**src/rtl/jtframe_ram_dma_pkg.sv**
```systemverilog
// jtframe_ram_dma_pkg
// Shared definitions for the RAM-to-RAM DMA engine: state encodings and the
// state type used by the controller FSM.
package jtframe_ram_dma_pkg;

    localparam logic [1:0] IDLE  = 2'd0;
    localparam logic [1:0] RUN   = 2'd1;
    localparam logic [1:0] DRAIN = 2'd2;
    localparam logic [1:0] DONE  = 2'd3;

    typedef enum logic [1:0] {
        ST_IDLE  = IDLE,
        ST_RUN   = RUN,
        ST_DRAIN = DRAIN,
        ST_DONE  = DONE
    } dma_state_t;

endpackage

```
**src/rtl/jtframe_ram_dma.sv**
```systemverilog
// jtframe_ram_dma
// Copies len words from a source RAM to a destination RAM, or fills the
// destination with a constant. Designed to sit next to a dual-port RAM whose
// read port has one cen cycle of latency and shares this block's cen.
//
// Optional feature: define JTFRAME_RAM_DMA_CHKSUM_EN to add the chksum output
// (modulo-2**DW sum of every word written by the current transfer).
//
// Ports
//   rst        async active-high reset
//   clk        clock; state advances on rising edges with cen=1
//   cen        clock enable shared with the attached RAMs
//   start      transfer request, sampled only while idle
//   fill       0 = copy, 1 = write fill_data
//   src_addr   first source address
//   dst_addr   first destination address
//   len        word count, 0 .. 2**AW
//   fill_data  fill value
//   busy       transfer in progress (RUN, DRAIN, DONE)
//   done       one-cycle pulse at end of transfer
//   rd_addr    source RAM read address
//   rd_q       source RAM read data, one cen cycle after rd_addr
//   wr_addr    destination write address
//   wr_data    destination write data
//   wr_we      destination write strobe
//   chksum     (optional) sum of written words, valid while done=1
module jtframe_ram_dma
    import jtframe_ram_dma_pkg::*;
#(
    parameter int AW = 10,
    parameter int DW = 8
)(
    input  logic          rst,
    input  logic          clk,
    input  logic          cen,
    input  logic          start,
    input  logic          fill,
    input  logic [AW-1:0] src_addr,
    input  logic [AW-1:0] dst_addr,
    input  logic [AW:0]   len,
    input  logic [DW-1:0] fill_data,
    output logic          busy,
    output logic          done,
    output logic [AW-1:0] rd_addr,
    input  logic [DW-1:0] rd_q,
    output logic [AW-1:0] wr_addr,
    output logic [DW-1:0] wr_data,
    output logic          wr_we
`ifdef JTFRAME_RAM_DMA_CHKSUM_EN
    ,
    output logic [DW-1:0] chksum
`endif
);

    localparam logic [AW-1:0] ADDR_ONE = 1;
    localparam logic [AW:0]   CNT_ONE  = 1;
    localparam logic [AW:0]   CNT_ZERO = 0;

    dma_state_t    r_state;
    dma_state_t    w_next;

    logic [AW:0]   r_cnt;        // reads still to issue, including current
    logic [AW-1:0] r_rd_addr;
    logic [AW-1:0] r_dst;        // destination of the read issued this cycle
    logic [AW-1:0] r_wr_addr;
    logic          r_wr_we;
    logic          r_fill;
    logic [DW-1:0] r_fill_data;
    logic          w_last_issue;
    logic [DW-1:0] w_wr_data;

    assign w_last_issue = (r_cnt == CNT_ONE);

    // ---------------- state register ----------------
    always_ff @(posedge clk or posedge rst) begin
        if (rst) begin
            r_state <= ST_IDLE;
        end else if (cen) begin
            r_state <= w_next;
        end
    end

    // ---------------- next-state logic ----------------
    always_comb begin
        w_next = r_state;
        case (r_state)
            ST_IDLE:  if (start) w_next = (len != CNT_ZERO) ? ST_RUN : ST_DONE;
            ST_RUN:   if (w_last_issue) w_next = ST_DRAIN;
            ST_DRAIN: w_next = ST_DONE;
            ST_DONE:  w_next = ST_IDLE;
            default:  w_next = ST_IDLE;
        endcase
    end

    // ---------------- address / write pipeline ----------------
    // Each RUN cycle issues one read; the matching write is registered so it
    // appears in the following cen cycle, exactly when the RAM presents rd_q.
    always_ff @(posedge clk or posedge rst) begin
        if (rst) begin
            r_cnt       <= '0;
            r_rd_addr   <= '0;
            r_dst       <= '0;
            r_wr_addr   <= '0;
            r_wr_we     <= 1'b0;
            r_fill      <= 1'b0;
            r_fill_data <= '0;
        end else if (cen) begin
            r_wr_we <= (r_state == ST_RUN);
            case (r_state)
                ST_IDLE: begin
                    if (start) begin
                        r_rd_addr   <= src_addr;
                        r_dst       <= dst_addr;
                        r_cnt       <= len;
                        r_fill      <= fill;
                        r_fill_data <= fill_data;
                    end
                end
                ST_RUN: begin
                    r_rd_addr <= r_rd_addr + ADDR_ONE;
                    r_cnt     <= r_cnt - CNT_ONE;
                    r_wr_addr <= r_dst;
                    r_dst     <= r_dst + ADDR_ONE;
                end
                default: ;
            endcase
        end
    end

    // rd_q is only meaningful during a write cycle; gating keeps wr_data at
    // zero whenever no write is pending (including reset).
    assign w_wr_data = r_wr_we ? (r_fill ? r_fill_data : rd_q) : '0;

`ifdef JTFRAME_RAM_DMA_CHKSUM_EN
    logic [DW-1:0] r_chksum;

    always_ff @(posedge clk or posedge rst) begin
        if (rst) begin
            r_chksum <= '0;
        end else if (cen) begin
            if (r_state == ST_IDLE && start) begin
                r_chksum <= '0;
            end else if (r_wr_we) begin
                r_chksum <= r_chksum + w_wr_data;
            end
        end
    end

    assign chksum = r_chksum;
`endif

    assign busy    = (r_state != ST_IDLE);
    assign done    = (r_state == ST_DONE);
    assign rd_addr = r_rd_addr;
    assign wr_addr = r_wr_addr;
    assign wr_data = w_wr_data;
    assign wr_we   = r_wr_we;

endmodule

```
**config.mk**
```make
export PLATFORM = sky130hd
export DESIGN_NAME = jtframe_ram_dma
export DESIGN_NICKNAME = d
export VERILOG_FILES = /design/src/rtl/jtframe_ram_dma_pkg.sv /design/src/rtl/jtframe_ram_dma.sv
export SDC_FILE = /design/constraint.sdc
export NUM_CORES = 1
export LEC_CHECK = 0
export BUFFER_PORTS_ARGS = -buffer_cell sky130_fd_sc_hd__buf_4
export CORE_MARGIN = 4
export CORE_UTILIZATION = 49
export CTS_BUF_LIST = sky130_fd_sc_hd__clkbuf_4 sky130_fd_sc_hd__clkbuf_8
export DETAILED_ROUTE_END_ITERATION = 6
export GPL_TIMING_DRIVEN = 1
export HOLD_SLACK_MARGIN = 0.02
export PLACE_DENSITY = 0.8
export SYNTH_ARGS = -nofsm -noshare
export SYNTH_HDL_FRONTEND = slang
export SYNTH_SLANG_ARGS = --single-unit
export TNS_END_PERCENT = 50
```
**constraint.sdc**
```tcl
create_clock -name clk -period 1.7 [get_ports clk]
set_input_delay 0.17 -clock clk [delete_from_list [all_inputs] [get_ports clk]]
set_output_delay 0.17 -clock clk [all_outputs]
set_load 0.01 [all_outputs]
```
==> implementation parameters <==
Parameter                              Value

Clocking
  CTS Buf Count ... 5
  Buffer type at the clock tree root ... sky130_fd_sc_hd__clkbuf_8
  Worst-path clk slew ... 100 ps
  Clock tree from TritonCTS ... built
  # H-tree levels ... 2
  Worst-skew pair later-pin latency ... 300 ps
  Maximum number of buffers from clock root to sink ... 2
  Number of sinks on the clock net ... 53

Synth
  Library cell occupying the most area in the post-synthesis netlist ... sky130_fd_sc_hd__dfrtp_1
  Netlist Area Pre-Place ... 0.002947 mm²
  Number of cells produced by synthesis ... 308
  Leading post-synthesis cells by cell area ... sky130_fd_sc_hd__dfrtp_1 45%, sky130_fd_sc_hd__mux2_2 7.6%, sky130_fd_sc_hd__a21oi_1 5.3%
  Sequential element share of the synthesized area ... 0.4501
  Synth Register Bits ... 53
  Count of synthesis-stage warnings from yosys ... 0
  Distinct cells, synth ... 43
  Top-area cell type share of the netlist area ... 0.4501
  Post-Synthesis Net Count ... 369
  Average size of a mapped cell ... 9.567 µm²

Layout
  Area growth syn-to-layout ... 41.70%
  Nets ... 473
  Util after Layout ... 0.7357
  Leading cell types in the layout, fill and taps excluded ... 109 x sky130_fd_sc_hd__buf_4, 53 x sky130_fd_sc_hd__dfrtp_1, 28 x sky130_fd_sc_hd__nand2_1, 25 x sky130_fd_sc_hd__a21oi_1, 22 x sky130_fd_sc_hd__o21ai_0
  Antenna diode count ... 0
  Leading cell type in the layout, fill and taps excluded ... sky130_fd_sc_hd__buf_4
  Filler cells ... 383
  Fraction of layout cells with a size suffix above 1 ... 0.4213

GRT
  Wire length of the first global-routing pass ... 12.68 mm
  Largest net degree at the start of global routing ... 53
  Via count of the first global-routing pass ... 2684
  Total global routing overflow ... 0
  Gr usage total ... 0.2131
  Number of antenna violations at the first check in global routing ... 0

Placed design
  Post-Place Worst Slack ... -218.3 ps
  Sum of net half-perimeters after detailed placement ... 5.688 mm
  Count of input and output buffers ... 82
  Final weighted congestion in routability-driven placement ... 0.8894

Route
  DR iter-0 viols ... 126
  Number of vias per cell ... 5.806
  Total wirelength of the detailed-routed design ... 8.122 mm
  Routed wirelength normalized by instance count ... 16.75 µm
  Number of detailed-routing iterations run before antenna repair ... 4
  Antenna Violating Nets Remaining ... 0
  Remaining routing DRC violations ... 0
  Vias after detailed routing ... 2816

STA
  Count of final hold-check violations ... 0
  Timing-limited maximum frequency ... 0.5342 GHz
  Worst setup margin ... -172.0 ps
  Worst clock skew on the final layout ... 5.868 ps
  TNS Setup ... -672.4 ps
  Unrepaired setup endpoints after global routing ... yes
  Tightest hold margin ... 90.64 ps
  Max-Slew Margin vs Limit ... 0.6976
  Final Cycle Share ... 1.101
  Max-slew violation count ... 0
  Tmin final ... 1872 ps
  Actual transition at the worst max-transition pin ... 453.6 ps
  Final Setup Violations ... 5

Power
  P per Cell Area ... 1856 mW/mm²
  Static leakage ... 1.878 nW
  Worst vdd rail ir drop ... 0.9783 mV
  Design Power ... 0.007748 W

Worst setup path
  Number of stages on the worst setup path ... 4
  CP peak stage delay ... 570 ps
  Worst Path Max Fanout ... 3
  Worst EP required ... 1890 ps
  CP Cell Sequence ... or4_4 -> o41ai_2 -> o211ai_1 -> mux2_1
  Crit path kind ... reg2reg
  Crit path buf inv count ... 0
  Length in cells of the worst reg-to-reg path ... 4
  Kind of start point of the critical path ... register
  CP top delay family ... simple AND/OR/NAND/NOR gates
  Arrival @ worst endpoint ... 2070 ps
  Kind of capture point of the worst setup path ... register
  Slowest stage cell, crit path ... sky130_fd_sc_hd__or4_4

Hold path
  Worst hold path stage count ... 2
  Class of the worst hold path ... in2reg

Job
  # Max-Cap Violations ... 0

Die
  Number of top-level design ports ... 83
  Die extent in x ... 85.55 µm
  Initial core utilization ... 0.5192
  Die footprint ... 0.007318 mm²
  Placeable core region ... 0.005675 mm²
  Height of the chip ... 85.55 µm
  Cell Rows ... 27

Run status
  Violations in the final reports ... setup timing
  Result of the run ... finished with violations
==> what timing repair did <==
action	CTS	global route
setup endpoints to repair	11	26
pin swaps	2	10
endpoints found under the hold margin	18	0
setup buffers	4	3
gates resized for setup	9	16
hold buffers	1	0
==> synth_stat cells, drive strengths merged <==
| cell | instances |
|---|---|
| a41o | 1 |
| or4 | 2 |
| inv | 10 |
| o32ai | 3 |
| mux2i | 13 |
| nor4 | 2 |
| nor3 | 3 |
| nand4b | 1 |
| a21oi | 32 |
| a31o | 1 |
| a2bb2oi | 14 |
| nand2b | 1 |
| o41ai | 2 |
| or2 | 1 |
| a211oi | 1 |
| nand3 | 11 |
| ha | 9 |
| o31ai | 1 |
| nor3b | 1 |
| nor2b | 3 |
| o22ai | 9 |
| or3b | 1 |
| or3 | 4 |
| clkbuf | 18 |
| dfrtp | 53 |
| o211ai | 2 |
| buf | 2 |
| nor2 | 16 |
| and2 | 1 |
| nand2 | 29 |
| nand4 | 7 |
| o21ai | 25 |
| clkinv | 1 |
| and3 | 3 |
| a211o | 1 |
| and4 | 3 |
| mux2 | 21 |
==> through the flow <==
stage | std cells | cell area [µm²]
5_1_grt | 485 | 4175
3_3_place_gp | 469 | 3862
3_5_place_dp | 469 | 3862
4_1_cts | 482 | 4088
6_report | 485 | 4175
2_1_floorplan | 308 | 2985
==> per-layer routing <==
layer | wire, µm | share of wire | track usage | up-vias
met5 | 0 | 0 | 0 | -
met4 | 69 | 0.0085 | 0.04748 | 0
met3 | 504 | 0.062 | 0.04131 | 8
met2 | 4329 | 0.53 | 0.3828 | 86
met1 | 3219 | 0.40 | 0.2647 | 1379
li1 | - | - | - | 1343
==> flip-flops by register name, indices dropped and copies added, names as in the netlist <==
name         flops
r_fill_data      8
r_cnt           11
r_state          2
r_dst           10
rd_addr         10
wr_addr         10
r_fill           1
wr_we            1
==> where the power goes <==
| group | internal, W | switching (W) |
|---|---|---|
| Sequential | 0.00189 | 0.000633 |
| Combinational | 0.00220 | 0.00203 |
| Clock | 0.000585 | 0.000413 |
==> final timing paths <==
kind	startpoint	endpoint	slack [ps]
max in group asynchronous	rst	rd_addr[2]	770
hold reg to reg	wr_addr[0]	wr_addr[0]	510
setup reg to reg	r_cnt[4]	r_state[1]	-170
min in group asynchronous	rst	r_fill_data[6]	400
hold / removal	fill_data[4]	r_fill_data[4]	90
setup / recovery	r_cnt[4]	r_state[1]	-170
==> final cells by class <==
cell class | instances | area, µm² | area share
multi-input cells | 224 | 1633 | 0.3911
flip-flops and latches | 53 | 1326 | 0.3177
repair buffers | 117 | 950.9 | 0.2277
well taps | 72 | 90.09 | 0.02158
clock buffers | 5 | 68.82 | 0.01648
clock inverters | 3 | 65.06 | 0.01558
inverters | 11 | 41.29 | 0.009889
==> cell families (layout without fill, tap and decap cells) <==
logic type	Yosys count	in the layout	share of synthesized area
compound gates	92	92	0.1958
simple gates	89	89	0.1516
flops	53	53	0.4501
mux	34	34	0.1244
buf+inv	31	136	0.03991
fa+ha+maj	9	9	0.03822
No activity file was read; power rests on OpenSTA's default activity.
